===== config.mk =====
export PLATFORM = sky130hd
export DESIGN_NAME = serial_adder
export DESIGN_NICKNAME = d
export VERILOG_FILES = /design/src/rtl/serial_adder_pkg.sv /design/src/rtl/FA_2HA.sv /design/src/rtl/serial_adder.sv
export SDC_FILE = /design/constraint.sdc
export NUM_CORES = 1
export LEC_CHECK = 0
export ABC_AREA = 1
export BUFFER_PORTS_ARGS = -buffer_cell sky130_fd_sc_hd__buf_2
export CAP_MARGIN = 30
export CORE_ASPECT_RATIO = 0.6
export CORE_UTILIZATION = 23
export CTS_BUF_LIST = sky130_fd_sc_hd__clkbuf_4
export CTS_CLUSTER_DIAMETER = 50
export DETAILED_ROUTE_END_ITERATION = 8
export GPL_TIMING_DRIVEN = 0
export PLACE_DENSITY_LB_ADDON = 0.25
export SYNTH_ARGS = -nofsm -noshare
export SYNTH_HDL_FRONTEND = slang
export SYNTH_HIERARCHICAL = 1
export SYNTH_SLANG_ARGS = --single-unit

===== constraint.sdc =====
create_clock -name clk -period 1.7 [get_ports clk]
set_input_delay 0.34 -clock clk [delete_from_list [all_inputs] [get_ports clk]]
set_output_delay 0.34 -clock clk [all_outputs]
set_load 0.005 [all_outputs]

===== src/rtl/serial_adder_pkg.sv =====
// Shared definitions for the bit-serial adder: FSM encoding and default width.
package serial_adder_pkg;

  localparam int DEFAULT_WIDTH = 8;

  typedef enum logic [1:0] {
    IDLE = 2'd0,
    ADD  = 2'd1,
    DONE = 2'd2
  } state_t;

endpackage


===== src/rtl/FA_2HA.sv =====
// One-bit full adder built from two cascaded half adders.
module FA_2HA (
  input  logic a,
  input  logic b,
  input  logic cin,
  output logic sum,
  output logic carry
);

  logic ha0_sum;
  logic ha0_carry;
  logic ha1_carry;

  assign ha0_sum   = a ^ b;
  assign ha0_carry = a & b;
  assign sum       = ha0_sum ^ cin;
  assign ha1_carry = ha0_sum & cin;
  assign carry     = ha0_carry | ha1_carry;

endmodule


===== src/rtl/serial_adder.sv =====
// Bit-serial adder: one full-adder cell processes one bit per cycle, LSB first,
// and the registered result appears with a one-cycle done pulse.
module serial_adder
  import serial_adder_pkg::*;
#(
  parameter int WIDTH = DEFAULT_WIDTH
) (
  input  logic             clk,
  input  logic             rst_n,
  input  logic             start,
  input  logic [WIDTH-1:0] a,
  input  logic [WIDTH-1:0] b,
  input  logic             cin,
  output logic             busy,
  output logic             done,
  output logic [WIDTH-1:0] sum,
  output logic             cout
);

  localparam int CW = (WIDTH > 1) ? $clog2(WIDTH) : 1;

  state_t           state;
  state_t           next_state;
  logic [WIDTH-1:0] a_sr;
  logic [WIDTH-1:0] b_sr;
  logic [WIDTH-1:0] res_sr;
  logic             carry_q;
  logic [CW-1:0]    cnt;
  logic             last_bit;
  logic             fa_sum;
  logic             fa_carry;

  FA_2HA u_fa (
    .a     (a_sr[0]),
    .b     (b_sr[0]),
    .cin   (carry_q),
    .sum   (fa_sum),
    .carry (fa_carry)
  );

  assign last_bit = (state == ADD) && (cnt == CW'(WIDTH - 1));

  // NOTE: every output of an always_comb gets a default before the case so no
  // path through the block leaves it unassigned, which would infer a latch.
  always_comb begin
    next_state = state;
    unique case (state)
      IDLE:    if (start) next_state = ADD;
      ADD:     if (last_bit) next_state = DONE;
      DONE:    next_state = IDLE;
      default: next_state = IDLE;
    endcase
  end

  // NOTE: sequential state uses non-blocking assignments so every flop samples
  // the pre-edge values, independent of statement order.
  always_ff @(posedge clk or negedge rst_n) begin
    if (!rst_n) begin
      state <= IDLE;
      busy  <= 1'b0;
      done  <= 1'b0;
    end else begin
      state <= next_state;
      busy  <= (next_state == ADD);
      done  <= (next_state == DONE);
    end
  end

  always_ff @(posedge clk or negedge rst_n) begin
    if (!rst_n) begin
      a_sr    <= '0;
      b_sr    <= '0;
      res_sr  <= '0;
      carry_q <= 1'b0;
      cnt     <= '0;
      sum     <= '0;
      cout    <= 1'b0;
    end else begin
      unique case (state)
        IDLE: begin
          if (start) begin
            a_sr    <= a;
            b_sr    <= b;
            carry_q <= cin;
            cnt     <= '0;
          end
        end
        ADD: begin
          a_sr    <= a_sr >> 1;
          b_sr    <= b_sr >> 1;
          res_sr  <= {fa_sum, res_sr[WIDTH-1:1]};
          carry_q <= fa_carry;
          cnt     <= cnt + 1'b1;
          // The final cell output is folded in directly so sum is complete on DONE entry.
          if (last_bit) begin
            sum  <= {fa_sum, res_sr[WIDTH-1:1]};
            cout <= fa_carry;
          end
        end
        default: ;
      endcase
    end
  end

endmodule


Word level (Yosys, flattened, before mapping)
Index checks and enable logic that the tools add are counted.
{"block": "totals", "elab_cells": 37, "output_inout_bits": 11, "mem_bits_rw": 0, "mem_bits_ro": 0, "ff_bits": 41, "in_bits": 20, "latchBits": 0, "memories": 0}
{"block": "classes", "mul": 0, "magnitude_cmp": 0, "bitwise_logic": 5, "reduce_logical": 5, "addsub": 1, "div": 0, "muxes": 11, "n_shift": 0, "eq_ne": 5}
{"operator": "8-bit case mux with 2 select lines", "n": 2}
{"operator": "8-bit 2-to-1 mux", "n": 2}
{"operator": "3-bit case mux with 2 select lines", "n": 1}
{"operator": "2-bit by 1-bit equality test with 1-bit output (second input constant)", "n": 2}
{"operator": "2-bit 2-to-1 mux", "n": 2}
{"operator": "2-bit case mux with 2 select lines", "n": 1}
{"operator": "2-bit AND reduction", "n": 2}
{"operator": "3-bit by 1-bit adder with 3-bit output (second input constant)", "n": 1}
{"operator": "3-bit equality test (second input constant)", "n": 1}
{"operator": "3-bit 2-to-1 mux", "n": 1}
{"operator": "1-bit bitwise AND", "n": 2}
{"operator": "2-bit equality test (second input constant)", "n": 1}
{"operator": "2-bit zero test", "n": 1}
{"operator": "2-bit inequality test (second input constant)", "n": 1}
{"operator": "1-bit case mux with 2 select lines", "n": 1}
{"operator": "2-bit nonzero test", "n": 1}
{"operator": "1-bit XOR", "n": 2}
{"operator": "1-bit logical AND", "n": 1}
{"operator": "1-bit 2-to-1 mux", "n": 1}
{"operator": "1-bit bitwise OR", "n": 1}

Depth between registers and ports, before layout
{"block": "logic_depth", "depth_word": 5, "ltp_mapped": 8}

Cells and area by module
The synthesis kept the hierarchy.
{"module": "serial_adder", "cells_each": 225, "seq_area_each_um2": 1001.0, "area_per_inst_um2": 1911.8, "n_inst": 1}
{"module": "FA_2HA", "cells_each": 1, "seq_area_each_um2": 0.0, "area_per_inst_um2": 20.0, "n_inst": 1}

Worst setup path before layout
OpenSTA, ideal clock, no wires.
{"block": "synth_path", "path_type": "register to register", "from": "reg cnt[0]", "to": "reg sum[0]", "arrival_ps": 1196, "setup_slack_ps": 439, "synth_period_minus_slack_ps": 1261, "stages_incl_launch_ff": 9, "n_path_buf": 1, "required_time_ps": 1635, "cell_sequence": "dfrtp_1 -> ha_1 -> ha_1 -> nand2_2 -> inv_2 -> nand2_4 -> buf_6 -> nand2_1 -> nand2_1"}
{"block": "synth_via", "elab_chain_len": 3}
{"element": "start, declared", "line_no": "serial_adder.sv:28", "source": "logic [CW-1:0] cnt;"}
{"element": "start signal, assigned", "line_no": "serial_adder.sv:93", "source": "cnt <= cnt + 1'b1;"}
{"element": "3-bit equality test", "line_no": "serial_adder.sv:41", "source": "assign last_bit = (state == ADD) && (cnt == CW'(WIDTH - 1));"}
{"element": "1-bit logical AND", "line_no": "serial_adder.sv:41"}
{"element": "2-bit AND reduction (no source line)"}
{"element": "end signal, assigned", "line_no": "serial_adder.sv:96", "source": "sum <= {fa_sum, res_sr[WIDTH-1:1]};"}
{"element": "end, declared", "line_no": "serial_adder.sv:16", "source": "output logic [WIDTH-1:0] sum,"}
No other way between the ends.
A chain may end at the register's enable or synchronous reset.

Worst setup path after layout
Same ends and word-level chain as after synthesis.

==> flow_summary.ini <==
[drt]
vias = 1488
final_antenna_net_count = 0
wl_per_cell_um = 11.6
drt-vias-per-instance = 3.98
drtIter0Drc = 88
drc = 0
wirelength_um = 4320
dr.pass1.iters = 4

[setup_path]
cp.required_ns = 1.98
cp_max_fo = 10
crit_chain = ha_1 -> ha_1 -> nand2_2 -> inv_2 -> nand2_4 -> buf_6 -> nand2_1 -> nand2_1
crit_buf_inv = 2
crit_type = flop to flop
worst_setup_path_start_kind = flop
max_stage_delay_ns = 0.41
critPathSlowestCell = dfrtp_1
crit_arrival_ns = 1.69
end_kind = flop
critPathTopFamily = flip-flops

[floorplan]
coreArea_mm2 = 0.00801
dieArea_mm2 = 0.00878
fp.dieH_um = 73.0
start_util = 0.241
io_pins = 31
num_rows = 25
die_w_um = 120

[logic_synthesis]
synth_cells = 226
synth_edf_count = 0
ys.warnings.count = 6
synth_nets = 249
syn_area_mm2 = 0.00193
yosys-top-cells-count = nand2_1, nand3_1, dfrtp_1, inv_1, o21ai_2
netlist.area_leader.share = 0.518
synth.top_cells.by_area = dfrtp_1, nand3_1, nand2_1
syn_area_per_cell_um2 = 8.55
yosys.area.top_type = dfrtp_1
yosysSeqAreaShare = 0.518
yosysMostFrequentCell = nand2_1
synthFlopType = dfrtp_1
yosys_register_bits = 40
yosysUniqueCellTypes = 18
synthArstFlopShare = 1.00

[finish]
fin_cells = 374
nets = 288
nFillCells = 894
drive_above_1_share = 0.248
diodes = 0
syn2layout_area_growth_pct = 20.2

[grt]
antenna_found_initial = 0
grt_max_degree = 41
grt_pass1_wl_um = 7280
grt_pass1_vias = 1458
grt.overflow.total = 0
grtUsageTotal = 0.108

[placed_design]
io_buffers = 30
gp_congestion = 0.697
dp_hpwl_um = 2970
post-place-ws_ns = 0.311
place_inst = 364

[min_path]
hp-class = input port to flop

[cts]
cts_htree_levels = 2
cts-resized-gates = 0
numCtsBuffers = 5
root_buffer = clkbuf_4
clkLatencyLatePin_ns = 0.34
cts_setup_buffers = 0
cts_sinks = 40
cts_tree = yes
cts_buffer_depth = 2
path_clk_slew_ns = 0.13

[pwr]
power_density_mw_per_mm2 = 1720
power.leakage_nw = 1.27
power_mw = 4.00
ir_worst_vdd_mv = 0.429

[sta]
setup_ws_ns = 0.291
fin_setup_tns_ns = 0
finClkSkew_ns = 0.0101
hold_viol_final = 0
worstMarginPinSlew_ns = 0.225
rsz0062_at_grt = no
clock.fmax_ghz = 0.710
maxSlewHeadroom = 0.850
final.period_utilization = 0.829
drv_slew = 0
whs_ns = 0.207
setup_viol = 0
layout_min_cycle_time_ns = 1.41

[run_status]
status = finished, final reports clean

[run]
drv_cap = 0
metrics by stage:
stage               area, um^2   util
finish                    2320  0.290
global route              2320  0.290
CTS                       2290  0.286
detailed placement        2220  0.277
global placement          2220  0.277
floorplan                 1930      -
final timing paths:
kind / from / to / slack [ns] / cells past startpoint
hold reg to reg: cnt[0] / cnt[0] / 0.48 / 1
max in group asynchronous: rst_n / a_sr[5] / 0.98 / 3
min in group asynchronous: rst_n / b_sr[3] / 0.31 / 2
setup reg to reg: cnt[0] / sum[0] / 0.29 / 8
hold / removal: b[7] / b_sr[7] / 0.21 / 3
setup / recovery: cnt[0] / sum[0] / 0.29 / 8
logic make-up (layout without fill, tap and decap cells):
kind of cell               Yosys count  after routing  share of synthesized area
adders and majority gates            3              3                     0.0233
AOI/OAI and AO/OA                   20             20                     0.0712
and+or+nand+nor                    109            109                      0.254
DFF                                 40             40                      0.518
buffers and inverters               54             94                      0.133
flip-flops by register name (all words and copies together), names as in the netlist:
register and count:
carry_q 1, cnt 3, done 1, cout 1, res_sr 7, b_sr 8, state 2, a_sr 8
sum 8, busy 1
repair_timing:
action                     CTS  global route
hold buffers                 0             1
setup endpoints to repair    0             0
hold endpoints to repair     0            40
worst register-to-register path, delay by kind of cell, from the launching register on:
| family | cells | cell delay, ns |
|---|---|---|
| adders and majority gates | 2 | 0.40 |
| buffers and inverters | 2 | 0.24 |
| DFF | 1 | 0.41 |
| and+or+nand+nor | 4 | 0.31 |
per-layer routing:
layer / vias up / global-route usage / wire, um
li1: 774 / - / -
met1: 689 / 0.155 / 2340
met2: 23 / 0.155 / 1770
met3: 2 / 0.0328 / 196
met4: 0 / 0.0288 / 19
met5: - / 0 / 0
power by group:
group          internal [mW]  leakage [nW]  switching, mW
logic                  0.722         0.736           1.05
clock network          0.301        0.0403          0.324
registers               1.38         0.494          0.219
total                   2.40          1.27           1.59
cells in the final DEF, fill, tap and decap left out, drive strengths merged:
| cell | netlist | final |
|---|---|---|
| a21oi | 3 | 3 |
| buf | 12 | 43 |
| bufinv | 0 | 1 |
| clkbuf | 0 | 5 |
| clkinv | 0 | 2 |
| dfrtp | 40 | 40 |
| dlygate4sd3 | 0 | 1 |
| fa | 1 | 1 |
| ha | 2 | 2 |
| inv | 42 | 42 |
| nand2 | 59 | 59 |
| nand3 | 47 | 47 |
| nor2 | 3 | 3 |
| o21ai | 17 | 17 |
layout make-up:
class | count | area [um^2] | share of cell area
plain buffers | 12 | 97.6 | 0.0420
repair buffers | 32 | 180 | 0.0776
inverters | 42 | 160 | 0.0690
clock buffers | 5 | 37.5 | 0.0162
well taps | 108 | 135 | 0.0582
clock inverters | 3 | 37.5 | 0.0162
multi-input cells | 132 | 673 | 0.290
flip-flops and latches | 40 | 1000 | 0.431
(Power assumes the default switching activity.)
